===== src/rtl/dual_fetch_unit_if.sv =====
// Instruction-memory bus between the dual fetch unit and a two-port,
// combinational-read instruction memory.
interface dual_fetch_unit_if #(
  parameter int unsigned ADDR_WIDTH = 16,
  parameter int unsigned INST_WIDTH = 32
);
  logic [ADDR_WIDTH-1:0] imem_addr0;
  logic [ADDR_WIDTH-1:0] imem_addr1;
  logic [INST_WIDTH-1:0] imem_data0;
  logic [INST_WIDTH-1:0] imem_data1;

  modport master (
    output imem_addr0,
    output imem_addr1,
    input  imem_data0,
    input  imem_data1
  );

  modport slave (
    input  imem_addr0,
    input  imem_addr1,
    output imem_data0,
    output imem_data1
  );
endinterface


===== src/rtl/dual_fetch_unit.sv =====
// Dual-issue fetch stage with IF/ID slot pair, driven by per-pipe hazard
// stall/flush masks and an EX branch redirect.
module dual_fetch_unit #(
  parameter int unsigned      ADDR_WIDTH         = 16,
  parameter int unsigned      INST_WIDTH         = 32,
  parameter int unsigned      NUM_PIPE_MASKS     = 4,
  parameter int unsigned      PIPE_REG_PC        = 0,
  parameter int unsigned      PIPE_REG_IF_ID     = 1,
  parameter int unsigned      OP_CODE_BITS       = 6,
  parameter int unsigned      NUM_REGISTERS_LOG2 = 5,
  parameter logic [5:0]       OP_CODE_NOP        = 6'h3F
) (
  input  logic                          clk,
  input  logic                          reset,
  dual_fetch_unit_if.master             imem,
  input  logic [NUM_PIPE_MASKS-1:0]     stall0,
  input  logic [NUM_PIPE_MASKS-1:0]     stall1,
  input  logic [NUM_PIPE_MASKS-1:0]     flush0,
  input  logic [NUM_PIPE_MASKS-1:0]     flush1,
  input  logic                          branch_taken,
  input  logic [ADDR_WIDTH-1:0]         branch_target,
  output logic [ADDR_WIDTH-1:0]         pc,
  output logic [INST_WIDTH-1:0]         if_id_instr0,
  output logic [INST_WIDTH-1:0]         if_id_instr1,
  output logic [ADDR_WIDTH-1:0]         if_id_pc0,
  output logic [ADDR_WIDTH-1:0]         if_id_pc1,
  output logic                          if_id_valid0,
  output logic                          if_id_valid1,
  output logic [OP_CODE_BITS-1:0]       if_id_opcode0,
  output logic [OP_CODE_BITS-1:0]       if_id_opcode1,
  output logic [NUM_REGISTERS_LOG2-1:0] if_id_rs0,
  output logic [NUM_REGISTERS_LOG2-1:0] if_id_rs1,
  output logic [NUM_REGISTERS_LOG2-1:0] if_id_rt0,
  output logic [NUM_REGISTERS_LOG2-1:0] if_id_rt1,
  output logic [NUM_REGISTERS_LOG2-1:0] if_id_rd0,
  output logic [NUM_REGISTERS_LOG2-1:0] if_id_rd1,
  output logic                          first
);

  localparam logic [INST_WIDTH-1:0] NOP_WORD =
    {OP_CODE_NOP[OP_CODE_BITS-1:0], {(INST_WIDTH-OP_CODE_BITS){1'b0}}};

  logic hold0, hold1, kill0, kill1;
  logic [ADDR_WIDTH-1:0] pc_plus1;

  assign hold0    = stall0[PIPE_REG_IF_ID];
  assign hold1    = stall1[PIPE_REG_IF_ID];
  assign kill0    = flush0[PIPE_REG_IF_ID];
  assign kill1    = flush1[PIPE_REG_IF_ID];
  assign pc_plus1 = pc + ADDR_WIDTH'(1);

  // PC-register mask bits are implied by the IF/ID bits; only the IF/ID bits steer state.
  logic unused_mask_bits;
  assign unused_mask_bits = ^{stall0, stall1, flush0, flush1};

  assign imem.imem_addr0 = pc;
  assign imem.imem_addr1 = pc_plus1;

  always_ff @(posedge clk) begin
    if (reset) begin
      pc           <= '0;
      first        <= 1'b0;
      if_id_instr0 <= NOP_WORD;
      if_id_instr1 <= NOP_WORD;
      if_id_pc0    <= '0;
      if_id_pc1    <= '0;
      if_id_valid0 <= 1'b0;
      if_id_valid1 <= 1'b0;
    end else if (branch_taken) begin
      pc           <= branch_target;
      first        <= 1'b0;
      if_id_instr0 <= NOP_WORD;
      if_id_instr1 <= NOP_WORD;
      if_id_pc0    <= '0;
      if_id_pc1    <= '0;
      if_id_valid0 <= 1'b0;
      if_id_valid1 <= 1'b0;
    end else if (hold0 && hold1) begin
      // load-use stall: everything keeps its value
    end else if (hold0 && kill1) begin
      // slot 0 held keeps the older instruction; slot 1 takes the next one
      if_id_instr1 <= imem.imem_data0;
      if_id_pc1    <= pc;
      if_id_valid1 <= 1'b1;
      pc           <= pc_plus1;
      first        <= 1'b0;
    end else if (hold1 && kill0) begin
      if_id_instr0 <= imem.imem_data0;
      if_id_pc0    <= pc;
      if_id_valid0 <= 1'b1;
      pc           <= pc_plus1;
      first        <= 1'b1;
    end else if (!hold0 && !hold1 && !kill0 && !kill1) begin
      if_id_instr0 <= imem.imem_data0;
      if_id_instr1 <= imem.imem_data1;
      if_id_pc0    <= pc;
      if_id_pc1    <= pc_plus1;
      if_id_valid0 <= 1'b1;
      if_id_valid1 <= 1'b1;
      pc           <= pc + ADDR_WIDTH'(2);
      first        <= 1'b0;
    end else begin
      first        <= 1'b0;
      if_id_instr0 <= NOP_WORD;
      if_id_instr1 <= NOP_WORD;
      if_id_pc0    <= '0;
      if_id_pc1    <= '0;
      if_id_valid0 <= 1'b0;
      if_id_valid1 <= 1'b0;
    end
  end

  assign if_id_opcode0 = if_id_instr0[31:26];
  assign if_id_opcode1 = if_id_instr1[31:26];
  assign if_id_rs0     = if_id_instr0[25:21];
  assign if_id_rs1     = if_id_instr1[25:21];
  assign if_id_rt0     = if_id_instr0[20:16];
  assign if_id_rt1     = if_id_instr1[20:16];
  assign if_id_rd0     = if_id_instr0[15:11];
  assign if_id_rd1     = if_id_instr1[15:11];

endmodule


===== src/flat_wrapper.sv =====
// flat-port wrapper written by rule: the top's interface ports become plain ports
module dual_fetch_unit_flat 
#(
  parameter int unsigned      ADDR_WIDTH         = 16,
  parameter int unsigned      INST_WIDTH         = 32,
  parameter int unsigned      NUM_PIPE_MASKS     = 4,
  parameter int unsigned      PIPE_REG_PC        = 0,
  parameter int unsigned      PIPE_REG_IF_ID     = 1,
  parameter int unsigned      OP_CODE_BITS       = 6,
  parameter int unsigned      NUM_REGISTERS_LOG2 = 5,
  parameter logic [5:0]       OP_CODE_NOP        = 6'h3F
)
  (clk, reset, stall0, stall1, flush0, flush1, branch_taken, branch_target, pc, if_id_instr0, if_id_instr1, if_id_pc0, if_id_pc1, if_id_valid0, if_id_valid1, if_id_opcode0, if_id_opcode1, if_id_rs0, if_id_rs1, if_id_rt0, if_id_rt1, if_id_rd0, if_id_rd1, first, imem_imem_addr0, imem_imem_addr1, imem_imem_data0, imem_imem_data1);
  dual_fetch_unit_if #(.ADDR_WIDTH(ADDR_WIDTH), .INST_WIDTH(INST_WIDTH)) imem_i ();
  input  logic clk;
  input  logic reset;
  input  logic [NUM_PIPE_MASKS-1:0] stall0;
  input  logic [NUM_PIPE_MASKS-1:0] stall1;
  input  logic [NUM_PIPE_MASKS-1:0] flush0;
  input  logic [NUM_PIPE_MASKS-1:0] flush1;
  input  logic branch_taken;
  input  logic [ADDR_WIDTH-1:0] branch_target;
  output logic [ADDR_WIDTH-1:0] pc;
  output logic [INST_WIDTH-1:0] if_id_instr0;
  output logic [INST_WIDTH-1:0] if_id_instr1;
  output logic [ADDR_WIDTH-1:0] if_id_pc0;
  output logic [ADDR_WIDTH-1:0] if_id_pc1;
  output logic if_id_valid0;
  output logic if_id_valid1;
  output logic [OP_CODE_BITS-1:0] if_id_opcode0;
  output logic [OP_CODE_BITS-1:0] if_id_opcode1;
  output logic [NUM_REGISTERS_LOG2-1:0] if_id_rs0;
  output logic [NUM_REGISTERS_LOG2-1:0] if_id_rs1;
  output logic [NUM_REGISTERS_LOG2-1:0] if_id_rt0;
  output logic [NUM_REGISTERS_LOG2-1:0] if_id_rt1;
  output logic [NUM_REGISTERS_LOG2-1:0] if_id_rd0;
  output logic [NUM_REGISTERS_LOG2-1:0] if_id_rd1;
  output logic first;
  output wire logic [$bits(imem_i.imem_addr0)-1:0] imem_imem_addr0;
  output wire logic [$bits(imem_i.imem_addr1)-1:0] imem_imem_addr1;
  input wire logic [$bits(imem_i.imem_data0)-1:0] imem_imem_data0;
  input wire logic [$bits(imem_i.imem_data1)-1:0] imem_imem_data1;
  assign imem_imem_addr0 = imem_i.imem_addr0;
  assign imem_imem_addr1 = imem_i.imem_addr1;
  assign imem_i.imem_data0 = imem_imem_data0;
  assign imem_i.imem_data1 = imem_imem_data1;
  dual_fetch_unit #(.ADDR_WIDTH(ADDR_WIDTH), .INST_WIDTH(INST_WIDTH), .NUM_PIPE_MASKS(NUM_PIPE_MASKS), .PIPE_REG_PC(PIPE_REG_PC), .PIPE_REG_IF_ID(PIPE_REG_IF_ID), .OP_CODE_BITS(OP_CODE_BITS), .NUM_REGISTERS_LOG2(NUM_REGISTERS_LOG2), .OP_CODE_NOP(OP_CODE_NOP)) u_core (.clk(clk), .reset(reset), .imem(imem_i), .stall0(stall0), .stall1(stall1), .flush0(flush0), .flush1(flush1), .branch_taken(branch_taken), .branch_target(branch_target), .pc(pc), .if_id_instr0(if_id_instr0), .if_id_instr1(if_id_instr1), .if_id_pc0(if_id_pc0), .if_id_pc1(if_id_pc1), .if_id_valid0(if_id_valid0), .if_id_valid1(if_id_valid1), .if_id_opcode0(if_id_opcode0), .if_id_opcode1(if_id_opcode1), .if_id_rs0(if_id_rs0), .if_id_rs1(if_id_rs1), .if_id_rt0(if_id_rt0), .if_id_rt1(if_id_rt1), .if_id_rd0(if_id_rd0), .if_id_rd1(if_id_rd1), .first(first));
endmodule

===== config.mk =====
export PLATFORM = sky130hd
export DESIGN_NAME = dual_fetch_unit_flat
export DESIGN_NICKNAME = d
export VERILOG_FILES = /design/src/rtl/dual_fetch_unit_if.sv /design/src/rtl/dual_fetch_unit.sv /design/src/flat_wrapper.sv
export SDC_FILE = /design/constraint.sdc
export NUM_CORES = 1
export LEC_CHECK = 0
export ABC_AREA = 0
export BUFFER_PORTS_ARGS = -buffer_cell sky130_fd_sc_hd__buf_2
export CORE_AREA = 2 2 111 113
export CTS_CLUSTER_DIAMETER = 40
export DETAILED_ROUTE_END_ITERATION = 6
export DIE_AREA = 0 0 113 115
export PLACE_DENSITY = 0.85
export SLEW_MARGIN = 20
export SYNTH_ARGS = -nofsm -noshare
export SYNTH_HDL_FRONTEND = slang
export SYNTH_SLANG_ARGS = --single-unit

===== constraint.sdc =====
create_clock -name clk -period 4.3 [get_ports clk]
set_input_delay 0.43 -clock clk [delete_from_list [all_inputs] [get_ports clk]]
set_output_delay 0.43 -clock clk [all_outputs]
set_load 0.005 [all_outputs]

==> run metrics <==
worst endpoint required time=3.87 ns; # Post-CTS Setup Buffers=0; area delta synth->final=25.83%; layout cell share with drive strength beyond 1=36.30%; delay of the slowest cell on the worst path=0.67 ns; RSZ-0062 raised after global routing=no; Relative slew margins=34.51%; average cell area after synthesis=8.151 µm²; maximum ir drop on the vdd rail=236.2 µV; TritonCTS clock tree=built; Cell Area, Synth=0.005730 mm²; CTS Root Cell=clkbuf_16; number of instances in the synthesized netlist=703; flip-flop and latch count after synthesis=115; IO Port Bufs=275; sequential standard cell area=0.002302 mm²; number of buffers added by the clock tree synthesis step=17; share of flip-flops with an asynchronous set or reset after synthesis=0%; number of pins exceeding their max-slew limit in the final report=0; clock latency on the worst-skew pair=0.42 ns; number of sinks on the clock net=115; global-route wire length before repair=28720 µm; initial antenna violation count=0; Setup TNS Final=0 ns; kind of end point of the critical path=output pin; hold_buf cts=0; final net count=979; sequential-to-total area share from yosys stat=40.17%; number of warnings issued by yosys=0; Detail Route Antenna Nets=0; Post-route DRC=19; initial standard-cell utilization of the core=48.52%; count of fill cells added during filler insertion=1092; Final period util=72.12%; die width=113 µm; first-pass detailed-route iteration total=7; row cnt=40; final weighted congestion of routability-driven global placement=1.003; count of H-tree levels built during CTS=4; cells along the critical path=ha_1 -> nand3_1 -> or2_2 -> nor2_1 -> xnor2_1 -> buf_2; maximum clock path buffer count=2; min-delay worst type=input port to flop; global-route usage over all layers=27.93%; number of enable flip-flop cells after synthesis=0; final hold vios=0; via count of the routed design=6200; kind of launch point of the worst setup path=flop; Final Critical Period=3.101 ns; clock-pin slew on the worst setup and hold paths=0.05 ns; worst-path cell with the longest stage delay=dfxtp_1; leakage power summed over all cells=3.290 nW; Max Cap Viol=0; CP max FO=14; aggregate global routing overflow=0; Power, Total=2.784 mW; Top delay family on crit path=simple AND/OR/NAND/NOR gates; sum of buffers and inverters on the critical path=1; Routed WL=19130 µm; Slew @ Worst Pin=0.9787 ns; DRT iter0 DRCs=792; Power per Cell Area=386.1 mW/mm²; post-synth net total=804; failing checks=design-rule violations; number of vias per cell after detailed routing=5.996; worst clock skew=0.007472 ns; result of the run=complete, but fails checks; quantity of gates resized following cts=0; number of unique standard cell types used by synthesis=50; vias in the first global route=5422; area of the core=0.01181 mm²; maximum number of pins on one net before global-route repair=76; flip-flop cell with the highest count after synthesis=dfxtp_1; I/O pins=288; type of the worst setup path=flop to output pin; crit path DAT=2.67 ns; multi-input logic area=0.002711 mm²; overall die height=115 µm; maximum achievable frequency=322.5 MHz; die area=0.01300 mm²; wire length per cell=18.50 µm; half-perimeter wire length after placement=12970 µm; ANT cells=0; final critical-path setup slack=1.199 ns; post-place setup slack=1.717 ns; total setup violations reported at the end of the flow=0
==> final cells by class <==
cell class / instances / share of cell area, %
Multi-Input combinational cell: 454 / 37.60
Sequential cell: 115 / 31.93
Timing Repair Buffer: 283 / 20.20
Clock buffer: 21 / 6.524
Tap cell: 147 / 2.551
Clock inverter: 7 / 0.8329
Inverter: 7 / 0.3644
==> sequential cells by signal, indices dropped and copies added, names as in the netlist <==
| register | flops |
|---|---|
| u_core.first | 1 |
| u_core.if_id_instr0 | 32 |
| u_core.if_id_instr1 | 32 |
| u_core.if_id_pc0 | 16 |
| u_core.if_id_pc1 | 16 |
| u_core.if_id_valid0 | 1 |
| u_core.if_id_valid1 | 1 |
| u_core.imem.imem_addr0 | 16 |
==> logic make-up (layout without fill, tap and decap cells) <==
family | after synthesis | count (layout) | synth area share, %
buf+inv | 134 | 318 | 13.03
simple gates | 236 | 236 | 18.67
fa+ha+maj | 2 | 2 | 0.4366
compound gates | 195 | 195 | 24.32
xor+xnor | 16 | 16 | 2.445
flops | 115 | 115 | 40.17
mux | 5 | 5 | 0.9170
==> synthesized netlist by cell type, drive strengths merged (2+ instances only) <==
library cell	count	share of area [%]
a311oi	4	0.61
or3	4	0.44
nor2	101	6.6
and3	7	0.76
a21o	4	0.52
o22ai	6	0.66
and4	3	0.46
o2111a	3	0.61
nor3	42	3.7
and2	6	0.66
a211oi	8	1.0
nand3	20	1.7
inv	7	0.46
nor4	6	0.66
a21oi	26	2.3
nand4	7	0.76
or2	2	0.22
a31oi	4	0.44
buf	75	9.2
o21a	5	0.66
xor2	4	0.61
clkbuf	52	3.4
o31ai	3	0.39
o2111ai	2	0.41
a221oi	35	5.3
o221ai	7	1.1
mux2	2	0.39
dfxtp	115	40
nand2	36	2.4
o211ai	2	0.26
o21ai	35	3.1
mux2i	3	0.52
xnor2	12	1.8
ha	2	0.44
a22oi	45	6.0
==> per-stage QoR <==
stage          hold WS [ns]  instances  utilization (%)  cell area [µm²]
4_1_cts              0.2363       1034            61.05             7211
2_1_floorplan        0.4527        703                -             5731
6_report             0.2519       1034            61.05             7211
3_3_place_gp         0.4442       1005            56.32             6653
3_5_place_dp         0.4560       1006            56.56             6680
5_1_grt              0.2535       1034            61.05             7211
==> where the power goes <==
part           leakage, nW  internal, mW  switching, mW
sequential           0.935          1.10         0.0537
clock                0.270         0.817          0.461
combinational         2.08         0.147          0.203
total                 3.29          2.07          0.718
==> tightest hold or removal path, cell delays in order <==
cell and delay [ns]:
buf_2 0.09, o22ai_1 0.06, nand2_1 0.06
==> metal layers <==
metal,track usage [%],vias up,share of wire [%]
met3,7.011,41,9.7
met2,44.63,367,47
met1,36.22,2943,41
met5,0,-,0
li1,-,2849,-
met4,11.71,0,2.3
==> path summary, 6_finish.rpt <==
path,end,startpoint,cells past startpoint,slack (ns)
hold reg to reg,u_core.if_id_valid0,u_core.if_id_valid0,2,0.46
setup reg to reg,u_core.if_id_pc1[9],u_core.imem.imem_addr0[2],6,1.76
setup / recovery,imem_imem_addr1[13],u_core.imem.imem_addr0[2],6,1.20
hold / removal,u_core.if_id_instr0[26],imem_imem_data0[26],3,0.25
==> cells in the final DEF, fill, tap and decap left out, drive strengths merged, types with 4 or more instances in the layout <==
cell,Yosys,final
a21o,4,4
inv,7,7
or3,4,4
o21ai,35,35
clkbuf,52,21
xor2,4,4
nand3,20,20
clkinv,0,6
a311oi,4,4
nor3,42,42
a21oi,26,26
buf,75,283
and2,6,6
nand2,36,36
a221oi,35,35
a31oi,4,4
dfxtp,115,115
a211oi,8,8
o22ai,6,6
nand4,7,7
nor4,6,6
o221ai,7,7
xnor2,12,12
a22oi,45,45
nor2,101,101
and3,7,7
o21a,5,5
No activity file was read; power rests on OpenSTA's default activity.
